`src/rtl/countdown_ctrl.sv`:
```
// countdown_ctrl: keypad-driven BCD countdown timer with an internal tick prescaler.
// Define COUNTDOWN_AUTO_RELOAD_EN to make DONE reload the amount and keep counting.
module countdown_ctrl #(
  parameter int DIGITS   = 2,
  parameter int TICK_DIV = 100000000
) (
  input  logic                clk,
  input  logic                rst_n,
  input  logic                key_start,
  input  logic                key_confirm,
  input  logic                key_clear,
  input  logic                key_num,
  input  logic [3:0]          num,
  output logic                display_en,
  output logic [4*DIGITS-1:0] amount,
  output logic [4*DIGITS-1:0] remaining,
  output logic                running,
  output logic                paused,
  output logic                done_pulse
);
  localparam int AW = 4 * DIGITS;
  localparam int CW = $clog2(TICK_DIV);

  typedef enum logic [2:0] {S_IDLE, S_ENTRY, S_RUN, S_PAUSE, S_DONE} state_t;

  state_t        state_q;
  logic [3:0]    key_cur_q, key_prev_q;
  logic [AW-1:0] amount_q, remaining_q;
  logic [CW-1:0] cnt_q;
  logic          display_en_q, running_q, paused_q, done_q;

  logic [3:0]    rise_d;
  logic          ev_start_d, ev_clear_d, ev_confirm_d, ev_num_d;
  logic          tick_d, entry_ok_d;
  logic [CW-1:0] cnt_d;
  logic [AW-1:0] rem_dec_d, amount_ins_d;

  // BCD decrement by one; a zero digit borrows from the next and becomes 9.
  function automatic logic [AW-1:0] bcd_dec(input logic [AW-1:0] v);
    logic [AW-1:0] r;
    logic          borrow;
    r      = v;
    borrow = 1'b1;
    for (int i = 0; i < DIGITS; i++) begin
      if (borrow) begin
        if (v[4*i +: 4] == 4'd0) begin
          r[4*i +: 4] = 4'd9;
        end else begin
          r[4*i +: 4] = v[4*i +: 4] - 4'd1;
          borrow      = 1'b0;
        end
      end
    end
    return r;
  endfunction

  // Key order in the edge registers: {start, clear, confirm, num}.
  always_ff @(posedge clk or negedge rst_n) begin
    if (!rst_n) begin
      key_cur_q  <= '0;
      key_prev_q <= '0;
    end else begin
      key_cur_q  <= {key_start, key_clear, key_confirm, key_num};
      key_prev_q <= key_cur_q;
    end
  end

  always_comb begin
    rise_d       = key_cur_q & ~key_prev_q;
    ev_start_d   = rise_d[3];
    ev_clear_d   = rise_d[2] & ~rise_d[3];
    ev_confirm_d = rise_d[1] & ~(|rise_d[3:2]);
    ev_num_d     = rise_d[0] & ~(|rise_d[3:1]);
    tick_d       = (cnt_q == CW'(TICK_DIV - 1));
    cnt_d        = tick_d ? '0 : cnt_q + CW'(1);
    rem_dec_d    = bcd_dec(remaining_q);
    entry_ok_d   = (num <= 4'd9) && (amount_q[AW-1 -: 4] == 4'd0);
    amount_ins_d = (amount_q << 4) | AW'(num);
  end

  always_ff @(posedge clk or negedge rst_n) begin
    if (!rst_n) begin
      state_q      <= S_IDLE;
      display_en_q <= 1'b0;
      amount_q     <= '0;
      remaining_q  <= '0;
      cnt_q        <= '0;
      running_q    <= 1'b0;
      paused_q     <= 1'b0;
      done_q       <= 1'b0;
    end else begin
      done_q <= 1'b0;
      if (ev_start_d) begin
        amount_q    <= '0;
        remaining_q <= '0;
        cnt_q       <= '0;
        running_q   <= 1'b0;
        paused_q    <= 1'b0;
        if (state_q == S_IDLE) begin
          state_q      <= S_ENTRY;
          display_en_q <= 1'b1;
        end else begin
          state_q      <= S_IDLE;
          display_en_q <= 1'b0;
        end
      end else if (ev_clear_d && state_q != S_IDLE) begin
        state_q     <= S_ENTRY;
        amount_q    <= '0;
        remaining_q <= '0;
        cnt_q       <= '0;
        running_q   <= 1'b0;
        paused_q    <= 1'b0;
      end else begin
        case (state_q)
          S_ENTRY: begin
            if (ev_confirm_d) begin
              if (amount_q != '0) begin
                remaining_q <= amount_q;
                cnt_q       <= '0;
                state_q     <= S_RUN;
                running_q   <= 1'b1;
              end
            end else if (ev_num_d && entry_ok_d) begin
              amount_q <= amount_ins_d;
            end
          end
          // A confirm on a tick cycle wins: the counter holds and the tick is lost.
          S_RUN: begin
            if (ev_confirm_d) begin
              state_q   <= S_PAUSE;
              running_q <= 1'b0;
              paused_q  <= 1'b1;
            end else begin
              cnt_q <= cnt_d;
              if (tick_d) begin
                if (remaining_q == AW'(1)) begin
                  remaining_q <= '0;
                  done_q      <= 1'b1;
                  state_q     <= S_DONE;
                  running_q   <= 1'b0;
                end else begin
                  remaining_q <= rem_dec_d;
                end
              end
            end
          end
          S_PAUSE: begin
            if (ev_confirm_d) begin
              state_q   <= S_RUN;
              running_q <= 1'b1;
              paused_q  <= 1'b0;
            end
          end
          S_DONE: begin
`ifdef COUNTDOWN_AUTO_RELOAD_EN
            cnt_q <= cnt_d;
            if (tick_d) begin
              remaining_q <= amount_q;
              state_q     <= S_RUN;
              running_q   <= 1'b1;
            end
`else
            cnt_q <= '0;
`endif
          end
          default: ;
        endcase
      end
    end
  end

  assign display_en = display_en_q;
  assign amount     = amount_q;
  assign remaining  = remaining_q;
  assign running    = running_q;
  assign paused     = paused_q;
  assign done_pulse = done_q;

endmodule

```
`config.mk`:
```
export PLATFORM = sky130hd
export DESIGN_NAME = countdown_ctrl
export DESIGN_NICKNAME = d
export VERILOG_FILES = /design/src/rtl/countdown_ctrl.sv
export SDC_FILE = /design/constraint.sdc
export NUM_CORES = 1
export LEC_CHECK = 0
export ABC_CLOCK_PERIOD_IN_PS = 3550
export CAP_MARGIN = 20
export CORE_ASPECT_RATIO = 0.75
export CORE_UTILIZATION = 38
export CTS_BUF_LIST = sky130_fd_sc_hd__clkbuf_4 sky130_fd_sc_hd__clkbuf_8 sky130_fd_sc_hd__clkbuf_16
export CTS_CLUSTER_SIZE = 8
export DETAILED_ROUTE_END_ITERATION = 7
export PLACE_DENSITY = 0.66
export SYNTH_ARGS = -nofsm -noshare
export SYNTH_HDL_FRONTEND = slang
export SYNTH_SLANG_ARGS = --single-unit
```
`constraint.sdc`:
```
create_clock -name clk -period 3.55 [get_ports clk]
set_clock_uncertainty 0.2 [all_clocks]
set_input_delay 0.71 -clock clk [delete_from_list [all_inputs] [get_ports clk]]
set_output_delay 0.71 -clock clk [all_outputs]
set_load 0.01 [all_outputs]
```
Word level (Yosys, flattened, before mapping). Index checks and enable logic that the tools add are counted.

Flip-flop bits (word level): 58. Output and inout port bits: 20. Word-level logic and storage cells: 117.

Add/sub/neg operators: 3. $lt $le $gt $ge: 1. Equal/unequal tests: 16. Mux-type cells: 54. Bitwise gates (word level): 9. Reductions and logical operators: 23.

Operators by type and width (number): $mux W27 (6); $mux W8 (12); $pmux W27 S3 (1); $add A27 B1 Y27 const B (1); $eq A27 B27 Y1 const B (1); $mux W3 (8); $ne A4 B4 Y1 const B (6); $mux W1 (20); $pmux W8 S2 (1); $ne A5 B5 Y1 const B (3); $logic_not A4 Y1 (3); $mux W4 (3); $reduce_and A6 Y1 (2); $reduce_bool A5 Y1 (2); $pmux W3 S3 (1); $reduce_bool A3 Y1 (3); $eq A8 B1 Y1 const B (1); $or A8 B4 Y8 (1); $reduce_bool A4 Y1 (2); $reduce_bool A8 Y1 (1); $sub A4 B1 Y4 const B (2); $eq A3 B2 Y1 const B (2); $reduce_and A3 Y1 (2); $reduce_and A5 Y1 (1); other kinds (15) (21).

Depth between registers and ports, before layout. Gate-level depths: netlist of the first run.

Depth after elaboration: 11. Depth in mapped cells: 7.

Worst setup path before layout of the first run. OpenSTA, ideal clock, no wires.

Path type: register to register. From: register remaining_q[4], in the netlist remaining[4]. To: register state_q[1]. Setup time: 131 ps. Arrival time: 2123 ps. Setup slack: 1096 ps. Stages on the path, launching flop included: 8. Path buffers: 0. Clock period less this slack: 2454 ps. Cells stage by stage: dfrtp_1 -> inv_1 -> ha_1 -> nor3b_1 -> nand3_1 -> or4_2 -> a22o_1 -> o2bb2ai_1.

Word-level cells in the longest chain between the ends: 3.

RTL lines: start, declared (line 28) `logic [AW-1:0] amount_q, remaining_q;`; start signal, assigned (line 118) `remaining_q <= amount_q;`; start signal, assigned (line 142) `remaining_q <= rem_dec_d;`; $eq A8 B1 Y1 (line 136) `if (remaining_q == AW'(1)) begin`; $ne A5 B5 Y1 (no source line); $reduce_and A6 Y1 (no source line); end signal, assigned (line 130) `state_q <= S_PAUSE;`; end signal, assigned (line 139) `state_q <= S_DONE;`; end signal, assigned (line 149) `state_q <= S_RUN;`; end, declared (line 26) `state_t state_q;`.

No other way between the ends. A chain may end at the register's enable or synchronous reset.

Final worst setup path of the first run. Same ends and word-level chain as after synthesis.

==> results of run 1 <==
==> cells in the mapped netlist (7+ instances only) <==
cell and n:
dfrtp_1 58, nand2_1 36, inv_1 17, o21ai_0 16, nand3_1 15, nor3_1 15
a31oi_1 13, a21oi_1 12, nor2_1 11, and3_1 10, nand4_1 8, buf_2 7
o21ai_1 7
==> per-stage QoR <==
step	area, um^2	power, mW	hold WS, ns	cells
finish	4139	2.857	0.1593	497
global placement	3781	1.785	0.1750	481
floorplan	3377	1.459	0.1540	351
global route	4139	2.997	0.1990	497
CTS	4139	2.862	0.1732	497
detailed placement	3781	1.798	0.1708	481
==> path summary, 6_finish.rpt <==
kind / from / endpoint / slack (ns) / depth (start not counted)
max: remaining[4] / state_q[1] / 0.79 / 7
min: rst_n / state_q[0] / 0.16 / 1
max reg2reg: remaining[4] / state_q[1] / 0.79 / 7
min reg2reg: key_cur_q[0] / key_prev_q[0] / 0.18 / 0
max in group asynchronous: rst_n / cnt_q[8] / 2.30 / 2
min in group clk: key_cur_q[0] / key_prev_q[0] / 0.18 / 0
==> sequential cells by signal, summed over array words and instances (netlist names) <==
signal / flops
cnt_q: 27
paused: 1
running: 1
state_q: 3
amount: 8
key_cur_q: 4
done_pulse: 1
key_prev_q: 4
display_en: 1
remaining: 8
==> kinds of logic after synthesis <==
kind of cell | share of synthesized area (%)
buffers and inverters | 3.927
flip-flops | 42.98
AO/OA/AOI/OAI | 21.60
adder cells (fa/ha/maj) | 1.112
multiplexers | 3.668
AND/OR/NAND/NOR | 26.46
XOR/XNOR | 0.2594
==> layout make-up <==
class,instances,area [um^2]
multi-input combinational,262,1793
timing repair buffer,36,337.8
tap,108,135.1
clock buffer,12,260.3
inverter,17,63.81
clock inverter,4,97.59
fill,742,4388
sequential,58,1451
==> metal layers <==
metal	GRT usage, %	up-vias	part of all wire (%)
met2	28.97	106	44
met1	28.70	1465	48
met5	0	-	0
met4	6.667	0	1.2
met3	5.156	10	7.3
li1	-	1421	-
==> cells in the final DEF (no fill, tap or decap), types with 9 or more instances in the layout <==
cell type | netlist | routed
a21oi_1 | 12 | 12
a31oi_1 | 13 | 13
and3_1 | 10 | 10
clkbuf_16 | 0 | 9
clkdlybuf4s50_1 | 0 | 28
dfrtp_1 | 58 | 58
inv_1 | 17 | 17
nand2_1 | 36 | 36
nand3_1 | 15 | 15
nor2_1 | 11 | 11
nor3_1 | 15 | 15
o21ai_0 | 16 | 16
==> power by group <==
| group | internal (mW) | switching [mW] | leakage [nW] |
|---|---|---|---|
| registers | 0.749 | 0.122 | 0.774 |
| logic | 0.415 | 0.521 | 0.762 |
| clock network | 0.732 | 0.318 | 0.172 |
| total | 1.90 | 0.961 | 1.71 |
==> results.txt, run 1 <==
final setup vio count -> 0
peak supply drop -> 0.2235 mV
cts bufs inserted -> 9
Synth Warn # -> 0
Initial Utilization -> 39.60%
clk sinks -> 58
CP Capture Type -> register
leakage -> 1.708 nW
setup_tns -> 0 ns
Final period util -> 77.68%
Critical-path top delay cell -> or4_2
Worst EP required -> 3.55 ns
CP Data Arrival Time -> 2.76 ns
Post-synth EDFFs -> 0
Tot GR Track Use -> 19.94%
Post-synth top flop -> dfrtp_1
Antenna Nets Post-Route -> 0
antenna diode count -> 0
global-route wire length before repair -> 14.60 mm
Site Rows -> 29
I/O Pins -> 30
Post-Syn Area per Cell -> 9.621 um^2
worst slew pin tran -> 0.8133 ns
clk_lat worst skew -> 0.33 ns
distinct cell type count after synthesis -> 71
share of flip-flops with an asynchronous set or reset -> 100.0%
Max Freq -> 362.6 MHz
postcts setup bufs -> 0
Net count, final -> 397
drc violations -> 0
H-tree depth -> 3
Finished Core Util -> 48.54%
worst path cell trace -> inv_1 > ha_1 > nor3b_1 > nand3_1 > or4_2 > a22o_1 > o2bb2ai_1
drt pass-1 iters -> 5
largest net degree at the start of global routing -> 26
Crit path max-delay family -> simple AND/OR/NAND/NOR gates
hold buffer count at cts -> 0
CP Buf/Inv Count -> 1
clock buffer depth -> 2
RSZ-0062 raised after global routing -> false
final wirelength -> 8.844 mm
final RePlAce weighted congestion -> 0.8398
leading area contributor after synthesis -> dfrtp_1
Fin. Hold Viols -> 0
top cell type's share of synthesized area -> 42.98%
min Tclk post-route -> 2.758 ns
initial antenna violation count -> 0
core footprint -> 8527 um^2
DR vias/cell -> 6.040
outcome -> finished, final reports clean
DP Worst Slack -> 0.8484 ns
hpwl dp -> 6.093 mm
die height -> 83.64 um
post-synthesis cell count -> 351
share of layout cells above drive strength 1 -> 13.62%
Area contributors post-synth -> dfrtp_1, nand2_1, a31oi_1
slowest stage delay, CP -> 0.75 ns
clk slew on worst S/H paths -> 0.06 ns
post-synth net total -> 364
CTS tree -> built
max_cap viols -> 0
die area -> 9272 um^2
root buf cell -> clkbuf_16
port bufs -> 29
kind of critical path -> reg -> reg
vias in the first global route -> 2847
grt total ovfl -> 0
Power per Cell Area -> 690.2 nW/um^2
crit-path max FO -> 4
Syn Std Cell Area -> 3377 um^2
Hold Crit Class -> in -> async
area delta synth->final -> 22.56%
Slew headroom -> 45.58%
Post-CTS Resized -> 0
Die Wd -> 110.9 um
via count -> 3002
Startpoint Class -> register
number of synthesized register bits -> 58
Worst Slack Setup Final -> 0.7924 ns
drt wl/cell -> 17.79 um
drt initial violations -> 284
sequential area share after synthesis -> 42.98%
Final Max Slew Viols -> 0
(Power assumes the default switching activity.)
==> run 2, diff against run 1 <==
--- a/config.mk
+++ b/config.mk
@@ -5,14 +5,14 @@
 export SDC_FILE = /design/constraint.sdc
 export NUM_CORES = 1
 export LEC_CHECK = 0
-export ABC_CLOCK_PERIOD_IN_PS = 3550
+export ABC_CLOCK_PERIOD_IN_PS = 2300
 export CAP_MARGIN = 20
 export CORE_ASPECT_RATIO = 0.75
 export CORE_UTILIZATION = 38
 export CTS_BUF_LIST = sky130_fd_sc_hd__clkbuf_4 sky130_fd_sc_hd__clkbuf_8 sky130_fd_sc_hd__clkbuf_16
 export CTS_CLUSTER_SIZE = 8
 export DETAILED_ROUTE_END_ITERATION = 7
-export PLACE_DENSITY = 0.66
+export PLACE_DENSITY = 0.69
 export SYNTH_ARGS = -nofsm -noshare
 export SYNTH_HDL_FRONTEND = slang
 export SYNTH_SLANG_ARGS = --single-unit
==> constraint.sdc (replaced) <==
create_clock -name clk -period 2.3 [get_ports clk]
set_clock_uncertainty 0.2 [all_clocks]
set_input_delay 0.46 -clock clk [delete_from_list [all_inputs] [get_ports clk]]
set_output_delay 0.46 -clock clk [all_outputs]
set_load 0.01 [all_outputs]
==> results.txt, run 2 (synthesized netlist as in run 1, its figures left out) <==
outcome -> finished with violations
failing checks -> setup timing
CP Capture Type -> register
worst path cell trace -> nor4b_4 > nand4_2 > or4_4 > a211oi_4 > mux2_4
final setup vio count -> 7
slowest stage delay, CP -> 0.58 ns
worst r2r src -> cnt_q[19]
die area -> 9272 um^2
worst slew pin tran -> 0.4693 ns
Initial Utilization -> 39.60%
drt initial violations -> 256
drt pass-1 iters -> 5
cts bufs inserted -> 9
Crit path max-delay family -> simple AND/OR/NAND/NOR gates
max_cap viols -> 0
crit-path max FO -> 3
grt total ovfl -> 0
drt wl/cell -> 16.82 um
HP Start -> key_cur_q[0]
Worst Slack Setup Final -> -0.07172 ns
H-tree depth -> 3
setup_tns -> -0.3997 ns
leakage -> 2.088 nW
clk_lat worst skew -> 0.33 ns
Tot GR Track Use -> 21.26%
flop-to-flop setup slack -> -0.07 ns
root buf cell -> clkbuf_16
number of fill cells -> 726
CP Depth -> 5
Hold Path Sink -> key_prev_q[0]
clock buffer depth -> 2
vias in the first global route -> 3135
total power draw -> 4.574 mW
R2R Path End -> remaining[5]
CTS tree -> built
most frequent cells in the layout -> buf_4, dfrtp_1, nand2_1, clkdlybuf4s50_1, o21ai_0
Antenna Nets Post-Route -> 0
worst hold slack -> 0.1820 ns
Finished Core Util -> 55.41%
peak supply drop -> 0.4570 mV
Slew headroom -> 68.38%
CP Buf/Inv Count -> 0
cell depth of the worst flop-to-flop path -> 5
drc violations -> 0
Worst EP required -> 2.31 ns
Startpoint Class -> register
Net count, final -> 470
Die Wd -> 110.9 um
final wirelength -> 9.568 mm
Reg with most FFs -> cnt_q
port bufs -> 29
clk sinks -> 58
hpwl dp -> 6.710 mm
Hold Crit Class -> reg -> reg
min Tclk post-route -> 2.372 ns
share of layout cells above drive strength 1 -> 29.07%
RSZ-0062 raised after global routing -> true
CP Data Arrival Time -> 2.38 ns
Critical-path top delay cell -> or4_4
commonest non-fill, non-tap cell in the layout -> buf_4
worst hold stages -> 0
Final period util -> 103.1%
global-route wire length before repair -> 15.55 mm
Power per Cell Area -> 968.1 nW/um^2
Largest register FFs -> 27
Fin. Hold Viols -> 0
I/O Pins -> 30
clk slew on worst S/H paths -> 0.05 ns
kind of critical path -> reg -> reg
Site Rows -> 29
DR vias/cell -> 5.837
Max Freq -> 421.6 MHz
die height -> 83.64 um
largest net degree at the start of global routing -> 59
initial antenna violation count -> 0
antenna diode count -> 0
core footprint -> 8527 um^2
final RePlAce weighted congestion -> 0.8835
via count -> 3321
Final Max Slew Viols -> 0
area delta synth->final -> 39.90%
run 2: where the power goes:
part           internal [mW]  total [mW]  switching, mW
clock network          0.836        1.30          0.460
logic                  0.997        1.99          0.996
registers               1.16        1.28          0.125
total                   2.99        4.57           1.58
run 2: worst register-to-register path: stages, from the launching register on:
cell and delay (ns):
dfrtp_1 0.41, nor4b_4 0.30, nand4_2 0.14, or4_4 0.58
a211oi_4 0.30, mux2_4 0.33
run 2: how the worst max path moves through the flow:
| stage | startpoint | to | slack (ns) |
|---|---|---|---|
| 6_report | cnt_q[19] | remaining[5] | -0.07 |
| 5_1_grt | cnt_q[11] | remaining[6] | -0.17 |
| 4_1_cts | cnt_q[11] | remaining[5] | -0.08 |
| 3_5_place_dp | remaining[4] | state_q[1] | -0.12 |
| 3_3_place_gp | remaining[4] | state_q[1] | -0.03 |
| 2_1_floorplan | cnt_q[11] | remaining[7] | -0.11 |
run 2: repair_timing:
| item | CTS | global route |
|---|---|---|
| hold buffers | 1 | 0 |
| cloned | 0 | 1 |
| hold endpoints to repair | 58 | 0 |
| endpoints found under the setup margin | 10 | 34 |
| resized for setup | 2 | 8 |
| pin swaps | 0 | 5 |
| setup buffers | 1 | 3 |
run 2: final cells by class:
class / count / area (um^2) / share of cell area [%]
timing repair buffer: 108 / 930.9 / 19.70
multi-input combinational: 263 / 1852 / 39.20
clock buffer: 13 / 280.3 / 5.932
clock inverter: 2 / 10.01 / 0.2119
sequential: 58 / 1453 / 30.75
tap: 108 / 135.1 / 2.860
inverter: 17 / 63.81 / 1.351
run 2: per-layer routing:
metal	vias to the layer above	part of all wire, %	wire length (um)	track usage [%]
li1	1567	-	-	-
met1	1636	49	4657	30.34
met2	96	44	4244	31.34
met3	22	5.1	486	6.028
met4	0	1.9	180	5.939
met5	-	0	0	0
run 2: metrics by stage:
step,cell area [um^2],setup slack (ns),instances
floorplan,3382,-0.1108,351
global placement,4339,-0.03264,548
detailed placement,4339,-0.1184,548
CTS,4656,-0.07967,565
global route,4725,-0.1711,569
finish,4725,-0.07172,569
==> run 3, diff against run 2 <==
--- a/config.mk
+++ b/config.mk
@@ -13,6 +13,7 @@
 export CTS_CLUSTER_SIZE = 8
 export DETAILED_ROUTE_END_ITERATION = 7
 export PLACE_DENSITY = 0.69
+export SLEW_MARGIN = 20
 export SYNTH_ARGS = -nofsm -noshare
 export SYNTH_HDL_FRONTEND = slang
 export SYNTH_SLANG_ARGS = --single-unit
==> results of run 3 <==
No change in the layout: final DEF, timing and power equal those of run 2.
